[src/rtl/pwm_fade_sequencer_pkg.sv]
// Shared definitions for the PWM fade sequencer.
//   - PWM register offsets (period/divider, compare, enable state)
//   - sequencer FSM state encoding
//   - sat_step(): one saturating ramp step toward a target
// Optional feature macro: PWM_FADE_READBACK_EN adds the S_CHECK state.
package pwm_seq_pkg;

    localparam logic [7:0] PWM_DIV_OFS   = 8'h30;
    localparam logic [7:0] PWM_COMP_OFS  = 8'h34;
    localparam logic [7:0] PWM_STATE_OFS = 8'h38;

    typedef enum logic [2:0] {
        S_IDLE,
        S_WR_PERIOD,
        S_WR_INIT,
        S_WR_EN,
`ifdef PWM_FADE_READBACK_EN
        S_CHECK,
`endif
        S_DWELL,
        S_WR_STEP,
        S_STOP_WR
    } seq_state_e;

    // Next compare value: move by step toward tgt without overshooting.
    // The up direction uses a 33-bit sum so values near 2^32 cannot wrap;
    // the down direction compares the step against the remaining distance
    // so it never underflows. A zero step jumps straight to the target.
    function automatic logic [31:0] sat_step(input logic [31:0] cur,
                                             input logic [31:0] step,
                                             input logic [31:0] tgt);
        logic [32:0] sum;
        sum = {1'b0, cur} + {1'b0, step};
        if (step == 32'd0 || cur == tgt)
            return tgt;
        else if (cur < tgt)
            return (sum > {1'b0, tgt}) ? tgt : sum[31:0];
        else
            return (step >= (cur - tgt)) ? tgt : (cur - step);
    endfunction

endpackage

[src/rtl/pwm_fade_sequencer_if.sv]
// APB bus between the fade sequencer (master) and the PWM slave port.
// The slave has no PREADY, so no wait-state signal is carried.
//   m_psel, m_penable, m_pwrite, m_paddr, m_pwdata : master -> slave
//   m_prdata                                       : slave -> master
interface pwm_fade_sequencer_if;
    logic        m_psel;
    logic        m_penable;
    logic        m_pwrite;
    logic [31:0] m_paddr;
    logic [31:0] m_pwdata;
    logic [31:0] m_prdata;

    modport master (output m_psel, m_penable, m_pwrite, m_paddr, m_pwdata,
                    input  m_prdata);
    modport slave  (input  m_psel, m_penable, m_pwrite, m_paddr, m_pwdata,
                    output m_prdata);
endinterface

[src/rtl/pwm_fade_sequencer_apb_xfer.sv]
// Single-transfer APB master engine: one fixed SETUP then ACCESS per request.
//   apb_pclk, apb_prstn : clock, async active-low reset
//   req, wr, addr, wdata: request; accepted when idle or in the ACCESS cycle,
//                         SETUP appears the following cycle
//   ack                 : high in the ACCESS cycle
//   rdata               : slave read data, valid when ack is high
//   apb                 : registered APB master outputs
module pwm_apb_xfer (
    input  logic        apb_pclk,
    input  logic        apb_prstn,
    input  logic        req,
    input  logic        wr,
    input  logic [31:0] addr,
    input  logic [31:0] wdata,
    output logic        ack,
    output logic [31:0] rdata,
    pwm_fade_sequencer_if.master apb
);

    // Accepting a new request during ACCESS lets transfers run back to back.
    logic can_issue;
    assign can_issue = !apb.m_psel || apb.m_penable;

    always_ff @(posedge apb_pclk or negedge apb_prstn) begin
        if (!apb_prstn) begin
            apb.m_psel    <= 1'b0;
            apb.m_penable <= 1'b0;
            apb.m_pwrite  <= 1'b0;
            apb.m_paddr   <= '0;
            apb.m_pwdata  <= '0;
        end else if (req && can_issue) begin
            apb.m_psel    <= 1'b1;
            apb.m_penable <= 1'b0;
            apb.m_pwrite  <= wr;
            apb.m_paddr   <= addr;
            apb.m_pwdata  <= wdata;
        end else if (apb.m_psel && !apb.m_penable) begin
            apb.m_penable <= 1'b1;
        end else if (apb.m_psel) begin
            apb.m_psel    <= 1'b0;
            apb.m_penable <= 1'b0;
        end
    end

    assign ack   = apb.m_psel && apb.m_penable;
    assign rdata = apb.m_prdata;

endmodule

[src/rtl/pwm_fade_sequencer.sv]
// PWM fade sequencer: programs a PWM over APB (period, initial duty, enable)
// and then ramps the compare register toward a target in fixed steps with a
// programmable dwell between step writes. cfg_stop aborts by disabling the PWM.
// Optional feature macro: PWM_FADE_READBACK_EN -- read back each compare
// write and set the sticky err flag on mismatch; when undefined err is 0.
//   apb_pclk, apb_prstn    : clock, async active-low reset
//   cfg_start / cfg_stop   : one-cycle start / abort strobes
//   cfg_period, cfg_init_duty, cfg_target_duty, cfg_step, cfg_dwell : config
//   busy, done, cur_duty, err : status
//   apb                    : APB master port (m_psel ... m_prdata)
module pwm_fade_sequencer
    import pwm_seq_pkg::*;
#(
    parameter logic [31:0] BASE_ADDR = 32'h0000_0000,
    parameter int          DWELL_W   = 16,
    parameter int          STEP_W    = 16
) (
    input  logic               apb_pclk,
    input  logic               apb_prstn,
    input  logic               cfg_start,
    input  logic               cfg_stop,
    input  logic [31:0]        cfg_period,
    input  logic [31:0]        cfg_init_duty,
    input  logic [31:0]        cfg_target_duty,
    input  logic [STEP_W-1:0]  cfg_step,
    input  logic [DWELL_W-1:0] cfg_dwell,
    output logic               busy,
    output logic               done,
    output logic [31:0]        cur_duty,
    output logic               err,
    pwm_fade_sequencer_if.master apb
);

    localparam logic [31:0] COMP_ADDR = BASE_ADDR + 32'(PWM_COMP_OFS);

    seq_state_e         state, nxt;
    logic [31:0]        init_q, tgt_q;
    logic [STEP_W-1:0]  step_q;
    logic [DWELL_W-1:0] dwell_q, dwell_cnt;
    logic               stop_pend, stop_now, start_acc, done_set;
    logic               req, req_wr, ack;
    logic [7:0]         req_ofs;
    logic [31:0]        req_data, rdata, ramp_next;

    // Stop and start together in IDLE: stop wins.
    assign start_acc = (state == S_IDLE) && cfg_start && !cfg_stop;
    assign stop_now  = stop_pend || cfg_stop;
    assign ramp_next = sat_step(cur_duty, 32'(step_q), tgt_q);

    pwm_apb_xfer u_xfer (
        .apb_pclk  (apb_pclk),
        .apb_prstn (apb_prstn),
        .req       (req),
        .wr        (req_wr),
        .addr      (BASE_ADDR + 32'(req_ofs)),
        .wdata     (req_data),
        .ack       (ack),
        .rdata     (rdata),
        .apb       (apb)
    );

    always_ff @(posedge apb_pclk or negedge apb_prstn) begin
        if (!apb_prstn) state <= S_IDLE;
        else            state <= nxt;
    end

    // Requests are raised in the cycle that decides the next transfer
    // (IDLE start, any ACCESS, last DWELL cycle), so SETUP follows at once.
    always_comb begin
        nxt      = state;
        req      = 1'b0;
        req_wr   = 1'b1;
        req_ofs  = PWM_DIV_OFS;
        req_data = '0;
        done_set = 1'b0;
        if (state != S_IDLE && state != S_STOP_WR && stop_now &&
            (ack || state == S_DWELL)) begin
            // Abort only once the in-flight transfer has reached ACCESS.
            nxt     = S_STOP_WR;
            req     = 1'b1;
            req_ofs = PWM_STATE_OFS;
        end else begin
            case (state)
                S_IDLE: if (start_acc) begin
                    nxt      = S_WR_PERIOD;
                    req      = 1'b1;
                    req_data = cfg_period;
                end
                S_WR_PERIOD: if (ack) begin
                    nxt      = S_WR_INIT;
                    req      = 1'b1;
                    req_ofs  = PWM_COMP_OFS;
                    req_data = init_q;
                end
                S_WR_INIT: if (ack) begin
                    nxt      = S_WR_EN;
                    req      = 1'b1;
                    req_ofs  = PWM_STATE_OFS;
                    req_data = 32'd1;
                end
`ifdef PWM_FADE_READBACK_EN
                S_WR_EN, S_WR_STEP: if (ack) begin
                    nxt     = S_CHECK;
                    req     = 1'b1;
                    req_wr  = 1'b0;
                    req_ofs = PWM_COMP_OFS;
                end
                S_CHECK: if (ack) begin
                    done_set = (cur_duty == tgt_q);
                    nxt      = done_set ? S_IDLE : S_DWELL;
                end
`else
                S_WR_EN, S_WR_STEP: if (ack) begin
                    done_set = (cur_duty == tgt_q);
                    nxt      = done_set ? S_IDLE : S_DWELL;
                end
`endif
                S_DWELL: if (dwell_cnt == '0) begin
                    nxt      = S_WR_STEP;
                    req      = 1'b1;
                    req_ofs  = PWM_COMP_OFS;
                    req_data = ramp_next;
                end
                S_STOP_WR: if (ack) nxt = S_IDLE;
                default: nxt = S_IDLE;
            endcase
        end
    end

    always_ff @(posedge apb_pclk or negedge apb_prstn) begin
        if (!apb_prstn) begin
            init_q    <= '0;
            tgt_q     <= '0;
            step_q    <= '0;
            dwell_q   <= '0;
            dwell_cnt <= '0;
            stop_pend <= 1'b0;
            busy      <= 1'b0;
            done      <= 1'b0;
            cur_duty  <= '0;
        end else begin
            busy <= (nxt != S_IDLE);
            done <= done_set;
            // Period is not kept: the transfer engine holds it as write data.
            if (start_acc) begin
                init_q  <= cfg_init_duty;
                tgt_q   <= cfg_target_duty;
                step_q  <= cfg_step;
                dwell_q <= cfg_dwell;
            end
            if (nxt == S_IDLE || nxt == S_STOP_WR)
                stop_pend <= 1'b0;
            else if (cfg_stop && state != S_IDLE)
                stop_pend <= 1'b1;
            // Dwell of 0 behaves as 1 cycle.
            if (nxt == S_DWELL && state != S_DWELL)
                dwell_cnt <= (dwell_q == '0) ? '0 : dwell_q - 1'b1;
            else if (state == S_DWELL && dwell_cnt != '0)
                dwell_cnt <= dwell_cnt - 1'b1;
            // Loaded at the end of SETUP so the new value shows during ACCESS.
            if (apb.m_psel && !apb.m_penable && apb.m_pwrite &&
                apb.m_paddr == COMP_ADDR)
                cur_duty <= apb.m_pwdata;
        end
    end

`ifdef PWM_FADE_READBACK_EN
    always_ff @(posedge apb_pclk or negedge apb_prstn) begin
        if (!apb_prstn)
            err <= 1'b0;
        else if (start_acc)
            err <= 1'b0;
        else if (state == S_CHECK && ack && rdata != cur_duty)
            err <= 1'b1;
    end
`else
    logic [31:0] unused_rdata;
    assign unused_rdata = rdata;
    assign err          = 1'b0;
`endif

endmodule
[src/flat_wrapper.sv]
// flat-port wrapper written by rule: the top's interface ports become plain ports
module pwm_fade_sequencer_flat import pwm_seq_pkg::*;
#(
    parameter logic [31:0] BASE_ADDR = 32'h0000_0000,
    parameter int          DWELL_W   = 16,
    parameter int          STEP_W    = 16
)
  (apb_pclk, apb_prstn, cfg_start, cfg_stop, cfg_period, cfg_init_duty, cfg_target_duty, cfg_step, cfg_dwell, busy, done, cur_duty, err, apb_m_psel, apb_m_penable, apb_m_pwrite, apb_m_paddr, apb_m_pwdata, apb_m_prdata);
  pwm_fade_sequencer_if apb_i ();
  input  logic apb_pclk;
  input  logic apb_prstn;
  input  logic cfg_start;
  input  logic cfg_stop;
  input  logic [31:0] cfg_period;
  input  logic [31:0] cfg_init_duty;
  input  logic [31:0] cfg_target_duty;
  input  logic [STEP_W-1:0] cfg_step;
  input  logic [DWELL_W-1:0] cfg_dwell;
  output logic busy;
  output logic done;
  output logic [31:0] cur_duty;
  output logic err;
  output wire logic [$bits(apb_i.m_psel)-1:0] apb_m_psel;
  output wire logic [$bits(apb_i.m_penable)-1:0] apb_m_penable;
  output wire logic [$bits(apb_i.m_pwrite)-1:0] apb_m_pwrite;
  output wire logic [$bits(apb_i.m_paddr)-1:0] apb_m_paddr;
  output wire logic [$bits(apb_i.m_pwdata)-1:0] apb_m_pwdata;
  input wire logic [$bits(apb_i.m_prdata)-1:0] apb_m_prdata;
  assign apb_m_psel = apb_i.m_psel;
  assign apb_m_penable = apb_i.m_penable;
  assign apb_m_pwrite = apb_i.m_pwrite;
  assign apb_m_paddr = apb_i.m_paddr;
  assign apb_m_pwdata = apb_i.m_pwdata;
  assign apb_i.m_prdata = apb_m_prdata;
  pwm_fade_sequencer #(.BASE_ADDR(BASE_ADDR), .DWELL_W(DWELL_W), .STEP_W(STEP_W)) u_core (.apb_pclk(apb_pclk), .apb_prstn(apb_prstn), .cfg_start(cfg_start), .cfg_stop(cfg_stop), .cfg_period(cfg_period), .cfg_init_duty(cfg_init_duty), .cfg_target_duty(cfg_target_duty), .cfg_step(cfg_step), .cfg_dwell(cfg_dwell), .busy(busy), .done(done), .cur_duty(cur_duty), .err(err), .apb(apb_i));
endmodule
[config.mk]
export PLATFORM = sky130hd
export DESIGN_NAME = pwm_fade_sequencer_flat
export DESIGN_NICKNAME = d
export VERILOG_FILES = /design/src/rtl/pwm_fade_sequencer_pkg.sv /design/src/rtl/pwm_fade_sequencer_if.sv /design/src/rtl/pwm_fade_sequencer_apb_xfer.sv /design/src/rtl/pwm_fade_sequencer.sv /design/src/flat_wrapper.sv
export SDC_FILE = /design/constraint.sdc
export NUM_CORES = 1
export LEC_CHECK = 0
export CORE_ASPECT_RATIO = 0.9
export CORE_MARGIN = 2
export CORE_UTILIZATION = 40
export CTS_CLUSTER_DIAMETER = 120
export DETAILED_ROUTE_END_ITERATION = 7
export GPL_TIMING_DRIVEN = 1
export HOLD_SLACK_MARGIN = 0.12
export PLACE_DENSITY = 0.62
export SLEW_MARGIN = 0
export SYNTH_ARGS = -nofsm -noshare
export SYNTH_HDL_FRONTEND = slang
export SYNTH_SLANG_ARGS = --single-unit
[constraint.sdc]
create_clock -name apb_pclk -period 6.1 [get_ports apb_pclk]
set_input_delay 1.525 -clock apb_pclk [delete_from_list [all_inputs] [get_ports apb_pclk]]
set_output_delay 1.525 -clock apb_pclk [all_outputs]
set_load 0.005 [all_outputs]
==> metrics.md, run 1 <==
| Metric | Value |
|---|---|
| GRT Total Usage | `27.8%` |
| Num CTS Buffers | `17` |
| Post-synthesis sequential area ratio | `32.3%` |
| CTS max path bufs | `2` |
| CTS tree | `built` |
| Synth top area share | `32.3%` |
| Synth Instances | `1,681` |
| Finished Core Util | `50.3%` |
| DRC | `0` |
| Chip width | `205 um` |
| Setup CP Type | `reg2reg` |
| Post_cts resized | `0` |
| Post-CTS Setup Inserts | `0` |
| Row cnt | `66` |
| Number of fill cells in the layout | `3,473` |
| CP Launch Type | `flop` |
| DR vias | `13,801` |
| Grt total ovfl | `0` |
| Async S/R FF share, synth | `100%` |
| CP endpoint kind | `flop` |
| First-pass GRT wire length | `79.1 mm` |
| Final net count | `2,190` |
| Vias in the first global route | `13,257` |
| WL final | `52.4 mm` |
| Hold Vio Cnt, Final | `0` |
| Fin Setup TNS | `0 ns` |
| DPL Wire Length | `40.7 mm` |
| Worst-path clk slew | `0.08 ns` |
| Die area | `0.0378 mm^2` |
| Placer Congestion | `1.01` |
| EDFF count, synth | `0` |
| Remaining antenna violation count | `0` |
| I/O pin count | `266` |
| Yosys warnings | `0` |
| Largest cells by area after synthesis | `dfrtp_1 (32%), ha_1 (9.8%), mux2_2 (6.2%)` |
| Clock Latency Late Sink | `0.47 ns` |
| Tcrit/Tclk final | `95.6%` |
| Hold Path Class | `reg2reg` |
| CTS hold repair buffers | `0` |
| Clock sinks | `187` |
| Clock H-tree levels | `4` |
| Number of endpoints failing setup at the final stage | `0` |
| Share of post-route cells with drive strength above 1 | `12.6%` |
| Area growth from synthesis to layout | `24.7%` |
| CP arrival | `6.20 ns` |
| Vias per cell | `5.76` |
| ANT cells | `0` |
| Port Buffers | `204` |
| Max-cap viol count | `0` |
| Initial core utilization | `40.3%` |
| Seq cells post-synth | `187` |
| Largest net degree at the start of global routing | `179` |
| WL/cell | `21.9 um` |
| Fin crit period | `5.83 ns` |
| PnR Total Power | `6.55 mW` |
| Final Max Slew Viols | `0` |
| Worst vdd ir | `0.203 mV` |
| Leak | `8.06 nW` |
| Final setup skew | `0.0167 ns` |
| Fmax | `171 MHz` |
| Critical Path Fanout Max | `11` |
| Die Span Y | `185 um` |
| Clk root buf | `clkbuf_16` |
| Post-Syn Area | `0.0145 mm^2` |
| Power per cell area | `362 mW/mm^2` |
| Max-slew headroom | `26.8%` |
| Yosys cell types | `84` |
| Synth area leader | `dfrtp_1` |
| DRT Pass-1 Iters | `5` |
| Worst slew pin tran | `1.10 ns` |
| CP required | `6.46 ns` |
| Avg Inst Size Synth | `8.62 um^2` |
| Ys flop type | `dfrtp_1` |
| Core ar. | `0.0359 mm^2` |
| Initial antenna violation count | `3` |
| Initial DRC count | `1,240` |
| Status | `complete, no violations` |
==> path summary, 6_finish.rpt <==
| check | slack [ns] | to | from | cells after the start |
|---|---|---|---|---|
| worst max-delay path | 0.27 | u_core.u_xfer.apb.m_pwdata[29] | u_core.step_q[1] | 25 |
| worst min-delay path | 0.48 | u_core.u_xfer.apb.m_pwdata[20] | u_core.tgt_q[20] | 1 |
| max in group asynchronous | 3.97 | u_core.state[0] | apb_prstn | 2 |
| worst max register to register | 0.27 | u_core.u_xfer.apb.m_pwdata[29] | u_core.step_q[1] | 25 |
| min in group asynchronous | 1.11 | u_core.step_q[4] | apb_prstn | 1 |
| worst min register to register | 0.48 | u_core.u_xfer.apb.m_pwdata[20] | u_core.tgt_q[20] | 1 |
==> critical path, stage by stage (launching register included) <==
cell,delay (ns)
dfrtp_1,0.39
inv_1,0.12
buf_4,0.16
ha_1,0.24
nor2b_1,0.16
o21ai_0,0.17
nand4_1,0.20
nand2_1,0.09
o21ai_0,0.24
and2_1,0.30
nand3_1,0.14
xnor2_1,0.32
ha_1,0.31
nand3_1,0.10
a31oi_1,0.07
or4b_2,0.70
a2111oi_1,0.41
buf_4,0.18
and3_1,0.15
o2bb2ai_1,0.12
or2_2,0.37
nor2_1,0.17
buf_4,0.27
a21oi_1,0.09
a21boi_0,0.12
o21ai_0,0.11
==> report_power, final <==
part           internal, mW  switching [mW]  total (mW)
Sequential             1.65           0.382        2.03
Clock                 0.706           0.550        1.26
Combinational          1.34            1.93        3.26
Total                  3.69            2.86        6.55
==> cell usage after synthesis (6+ instances only) <==
master and number:
or3_1 17, clkbuf_1 68, or4_1 6, nand3_1 36, xnor2_1 50, a22oi_1 36
or2_2 9, o211ai_2 7, a211o_1 10, nor2_1 100, a31oi_1 12, ha_1 114
o31ai_1 6, nor3_1 36, a21o_1 34, o221ai_1 7, a211oi_1 12, buf_2 11
mux2_2 80, nor4_1 14, o21ai_0 144, o22ai_1 11, dfrtp_1 187, nand2_1 177
a22o_1 8, o211ai_1 11, nand2b_1 16, a221oi_1 7, o21a_1 11, inv_1 78
and3_1 18, nor2b_1 16, xor2_1 28, and4_1 6, nand4_1 30, buf_4 32
a21boi_0 7, a21oi_1 125, o21bai_1 17
==> placed cells by master, fill, tap and decap left out, drive strengths merged, types with 21 or more instances in the layout <==
| master | netlist | final |
|---|---|---|
| xor2 | 28 | 28 |
| nand4 | 32 | 32 |
| ha | 114 | 114 |
| nor2 | 100 | 100 |
| buf | 45 | 90 |
| xnor2 | 50 | 50 |
| clkbuf | 68 | 21 |
| nor3 | 36 | 36 |
| nand3 | 36 | 36 |
| clkdlybuf4s50 | 0 | 203 |
| inv | 78 | 84 |
| dfrtp | 187 | 187 |
| o21ai | 147 | 147 |
| mux2 | 80 | 80 |
| a21o | 34 | 34 |
| conb | 1 | 29 |
| a21oi | 126 | 126 |
| a22oi | 36 | 36 |
| nand2 | 177 | 177 |
==> stage by stage <==
stage,area (um^2),setup slack [ns],hold WS (ns),instances
floorplan,14600,0.635,0.449,1709
global placement,17400,0.290,0.467,2366
detailed placement,17400,0.219,0.472,2366
CTS,18000,0.170,0.484,2397
global route,18100,-0.0239,0.509,2397
finish,18100,0.268,0.479,2397
==> logic make-up (layout without fill, tap and decap cells) <==
family,after synthesis,after routing,share of synthesized area (%)
AO/OA/AOI/OAI,511,511,22.9
AND/OR/NAND/NOR,511,511,17.4
buffers and inverters,191,403,5.92
flip-flops,187,187,32.3
adder cells (fa/ha/maj),117,117,10.3
multiplexers,85,85,6.56
XOR/XNOR,78,78,4.71
other,1,29,0.0259
==> cell type report <==
cell class / count / area [um^2] / share of cell area [%]
inverter: 78 / 293 / 1.62
sequential: 187 / 4680 / 25.9
timing repair buffer: 294 / 2760 / 15.3
tap: 476 / 596 / 3.29
clock inverter: 11 / 183 / 1.01
clock buffer: 20 / 447 / 2.47
multi-input combinational: 1331 / 9120 / 50.5
==> flip-flops by register name (all words and copies together), names as in the netlist <==
name                         flops
u_core.dwell_q                  16
u_core.done                      1
u_core.busy                      1
u_core.cur_duty                 32
u_core.u_xfer.apb.m_paddr        3
u_core.u_xfer.apb.m_pwdata      32
u_core.step_q                   16
u_core.stop_pend                 1
u_core.u_xfer.apb.m_penable      1
u_core.init_q                   32
u_core.dwell_cnt                16
u_core.state                     3
u_core.tgt_q                    32
u_core.u_xfer.apb.m_psel         1
==> metal layers <==
metal  up-vias  wire length, um  GRT usage (%)
met5         -               27              0
met4         4             1360           9.16
met3        72             4890           7.18
met2       540            22100           40.6
met1      6659            24000           39.7
li1       6526                -              -
Note: power is estimated with default switching activity, not from simulation.
==> run 2: changes to the inputs <==
--- a/config.mk
+++ b/config.mk
@@ -13,6 +13,7 @@
 export GPL_TIMING_DRIVEN = 1
 export HOLD_SLACK_MARGIN = 0.12
 export PLACE_DENSITY = 0.62
+export SKIP_CTS_REPAIR_TIMING = 1
 export SLEW_MARGIN = 0
 export SYNTH_ARGS = -nofsm -noshare
 export SYNTH_HDL_FRONTEND = slang
==> results of run 2 <==
The final DEF is identical to that of run 1; final timing and power are the same.
==> run 3: changes to the inputs <==
--- a/config.mk
+++ b/config.mk
@@ -10,8 +10,10 @@
 export CORE_UTILIZATION = 40
 export CTS_CLUSTER_DIAMETER = 120
 export DETAILED_ROUTE_END_ITERATION = 7
+export GPL_ROUTABILITY_DRIVEN = 0
 export GPL_TIMING_DRIVEN = 1
 export HOLD_SLACK_MARGIN = 0.12
+export MAX_ROUTING_LAYER = met4
 export PLACE_DENSITY = 0.62
 export SKIP_CTS_REPAIR_TIMING = 1
 export SLEW_MARGIN = 0
==> run 3 against run 2 <==
Effect of this change: the run now ends with capacitance limit, slew limit left; clock power fell by 9%; sequential share of layout area rose by 0.17 points; sequential power hardly changed.
==> metrics.md, run 3 (same netlist as run 1, synthesis figures left out) <==
| Metric | Value |
|---|---|
| Fin area | `0.0180 mm^2 (was 0.0181 mm^2)` |
| Vias in the first global route | `13,538 (was 13,257)` |
| Die Span Y | `185 um (unchanged)` |
| Worst r2r src | `u_core.step_q[0] (was u_core.step_q[1])` |
| Worst slew pin tran | `1.49 ns (was 1.10 ns)` |
| I/O pin count | `266 (unchanged)` |
| CP Launch Type | `flop (unchanged)` |
| FF-to-FF End | `u_core.u_xfer.apb.m_pwdata[4] (was u_core.u_xfer.apb.m_pwdata[29])` |
| PnR Total Power | `6.36 mW (was 6.55 mW)` |
| DRC | `0 (unchanged)` |
| CP dominant cell by count | `buf_4` |
| FF-to-FF path depth | `25 (unchanged)` |
| Share of post-route cells with drive strength above 1 | `12.4% (was 12.6%)` |
| Power per cell area | `354 mW/mm^2 (was 362 mW/mm^2)` |
| CP arrival | `6.22 ns (was 6.20 ns)` |
| Critical Path Start | `u_core.step_q[0] (was u_core.step_q[1])` |
| Worst path bufs/invs | `5 (was 4)` |
| Initial DRC count | `1,363 (was 1,240)` |
| Hold Vio Cnt, Final | `0 (unchanged)` |
| Num CTS Buffers | `17 (unchanged)` |
| First-pass GRT wire length | `79.4 mm (was 79.1 mm)` |
| WL final | `51.6 mm (was 52.4 mm)` |
| Clock sinks | `187 (unchanged)` |
| Clk root buf | `clkbuf_16 (unchanged)` |
| Max-cap viol count | `1 (was 0)` |
| Port Buffers | `204 (unchanged)` |
| Tcrit/Tclk final | `95.9% (was 95.6%)` |
| Max-slew headroom | `-0.129% (was 26.8%)` |
| Crit-path slowest cell | `or4b_2 (unchanged)` |
| Hold Path Class | `reg2reg (unchanged)` |
| CP required | `6.47 ns (was 6.46 ns)` |
| Fin crit period | `5.85 ns (was 5.83 ns)` |
| Fmax | `171 MHz (about the same)` |
| Die area | `0.0378 mm^2 (unchanged)` |
| CTS max path bufs | `2 (unchanged)` |
| Clock H-tree levels | `4 (unchanged)` |
| Final setup skew | `0.0157 ns (was 0.0167 ns)` |
| Status | `finished, violations left (was complete, no violations)` |
| Setup CP Type | `reg2reg (unchanged)` |
| Failing checks | `capacitance limit, slew limit` |
| Remaining antenna violation count | `0 (unchanged)` |
| Chip width | `205 um (unchanged)` |
| WL/cell | `21.6 um (was 21.9 um)` |
| Area growth from synthesis to layout | `23.9% (was 24.7%)` |
| ANT cells | `0 (unchanged)` |
| Cell count along the critical path | `25 (unchanged)` |
| Delay-heaviest family, CP | `compound AO/OA/AOI/OAI gates (was simple AND/OR/NAND/NOR gates)` |
| Initial core utilization | `40.3% (unchanged)` |
| Commonest non-fill, non-tap cell in the layout | `clkdlybuf4s50_1 (unchanged)` |
| Worst setup path endpoint | `u_core.u_xfer.apb.m_pwdata[4] (was u_core.u_xfer.apb.m_pwdata[29])` |
| Largest net degree at the start of global routing | `104 (was 179)` |
| Fin Setup TNS | `0 ns (unchanged)` |
| CP endpoint kind | `flop (unchanged)` |
| Grt total ovfl | `0 (unchanged)` |
| Core ar. | `0.0359 mm^2 (unchanged)` |
| Leak | `7.98 nW (was 8.06 nW)` |
| Vias per cell | `5.88 (was 5.76)` |
| Most frequent cells in the layout | `clkdlybuf4s50_1 (203), dfrtp_1 (187), nand2_1 (177) (unchanged)` |
| Placed instance area | `0.0174 mm^2 (about the same)` |
| Worst R2R Setup Slack | `0.25 ns (was 0.27 ns)` |
| Critical Path Fanout Max | `12 (was 11)` |
| DRT Pass-1 Iters | `6 (was 5)` |
| Final Max Slew Viols | `1 (was 0)` |
| DR vias | `14,066 (was 13,801)` |
| DPL Wire Length | `40.2 mm (was 40.7 mm)` |
| Clock Latency Late Sink | `0.47 ns (about the same)` |
| Worst-path clk slew | `0.08 ns (about the same)` |
| CP max stage delay | `0.68 ns (was 0.70 ns)` |
| Number of endpoints failing setup at the final stage | `0 (unchanged)` |
| GRT Total Usage | `28.6% (was 27.8%)` |
| Worst vdd ir | `0.207 mV (was 0.203 mV)` |
| Initial antenna violation count | `2 (was 3)` |
| Final net count | `2,185 (was 2,190)` |
| Row cnt | `66 (unchanged)` |
| CTS tree | `built (unchanged)` |
| RSZ-0062 raised after global routing | `false` |
==> run 3: changes by cell type in the layout (fill, tap and decap cells not counted), moves of 3 or more <==
cell	change
buf_4	-4
bufinv_16	-4
clkinv_4	+4
clkinv_8	+3
xnor2_1	+3
xnor2_2	-3
==> run 3: layout make-up <==
type                            count  area, um^2
Multi-Input combinational cell   1331        9090
Tap cell                          476         596
Inverter                           78         293
Fill cell                        3483       18000
Clock inverter                     14         151
Sequential cell                   187        4680
Clock buffer                       18         439
Timing Repair Buffer              289        2710
==> run 3: power breakdown <==
part | internal [mW] | leakage, nW | total, mW | switching (mW)
Combinational | 1.30 | 5.31 | 3.15 | 1.85
Clock | 0.558 | 0.291 | 1.15 | 0.594
Sequential | 1.65 | 2.37 | 2.06 | 0.414
Total | 3.50 | 7.98 | 6.36 | 2.86
==> run 3: worst min path at each step <==
stage	startpoint	depth (start not counted)	end	slack [ns]
floorplan	u_core.tgt_q[10]	1	u_core.u_xfer.apb.m_pwdata[10]	0.45
global route	u_core.tgt_q[15]	1	u_core.u_xfer.apb.m_pwdata[15]	0.50
detailed placement	u_core.tgt_q[14]	1	u_core.u_xfer.apb.m_pwdata[14]	0.46
CTS	u_core.tgt_q[14]	1	u_core.u_xfer.apb.m_pwdata[14]	0.49
global placement	u_core.tgt_q[15]	1	u_core.u_xfer.apb.m_pwdata[15]	0.46
finish	u_core.tgt_q[14]	1	u_core.u_xfer.apb.m_pwdata[14]	0.49
==> run 3: stage by stage <==
step | setup slack (ns) | utilization [%] | instances | hold slack [ns]
floorplan | 0.635 | - | 1709 | 0.449
detailed placement | 0.299 | 48.3 | 2361 | 0.460
CTS | 0.227 | 50.0 | 2393 | 0.488
global placement | 0.329 | 48.3 | 2361 | 0.461
global route | 0.0237 | 50.0 | 2393 | 0.504
finish | 0.250 | 50.0 | 2393 | 0.485
==> run 3: per-layer routing <==
layer  track usage [%]  vias up  wire length (um)
met5                 -        -                 0
met4              7.48        0              1080
met3              7.94       82              5580
met2              40.6      673             21700
met1              39.8     6790             23300
li1                  -     6521                 -
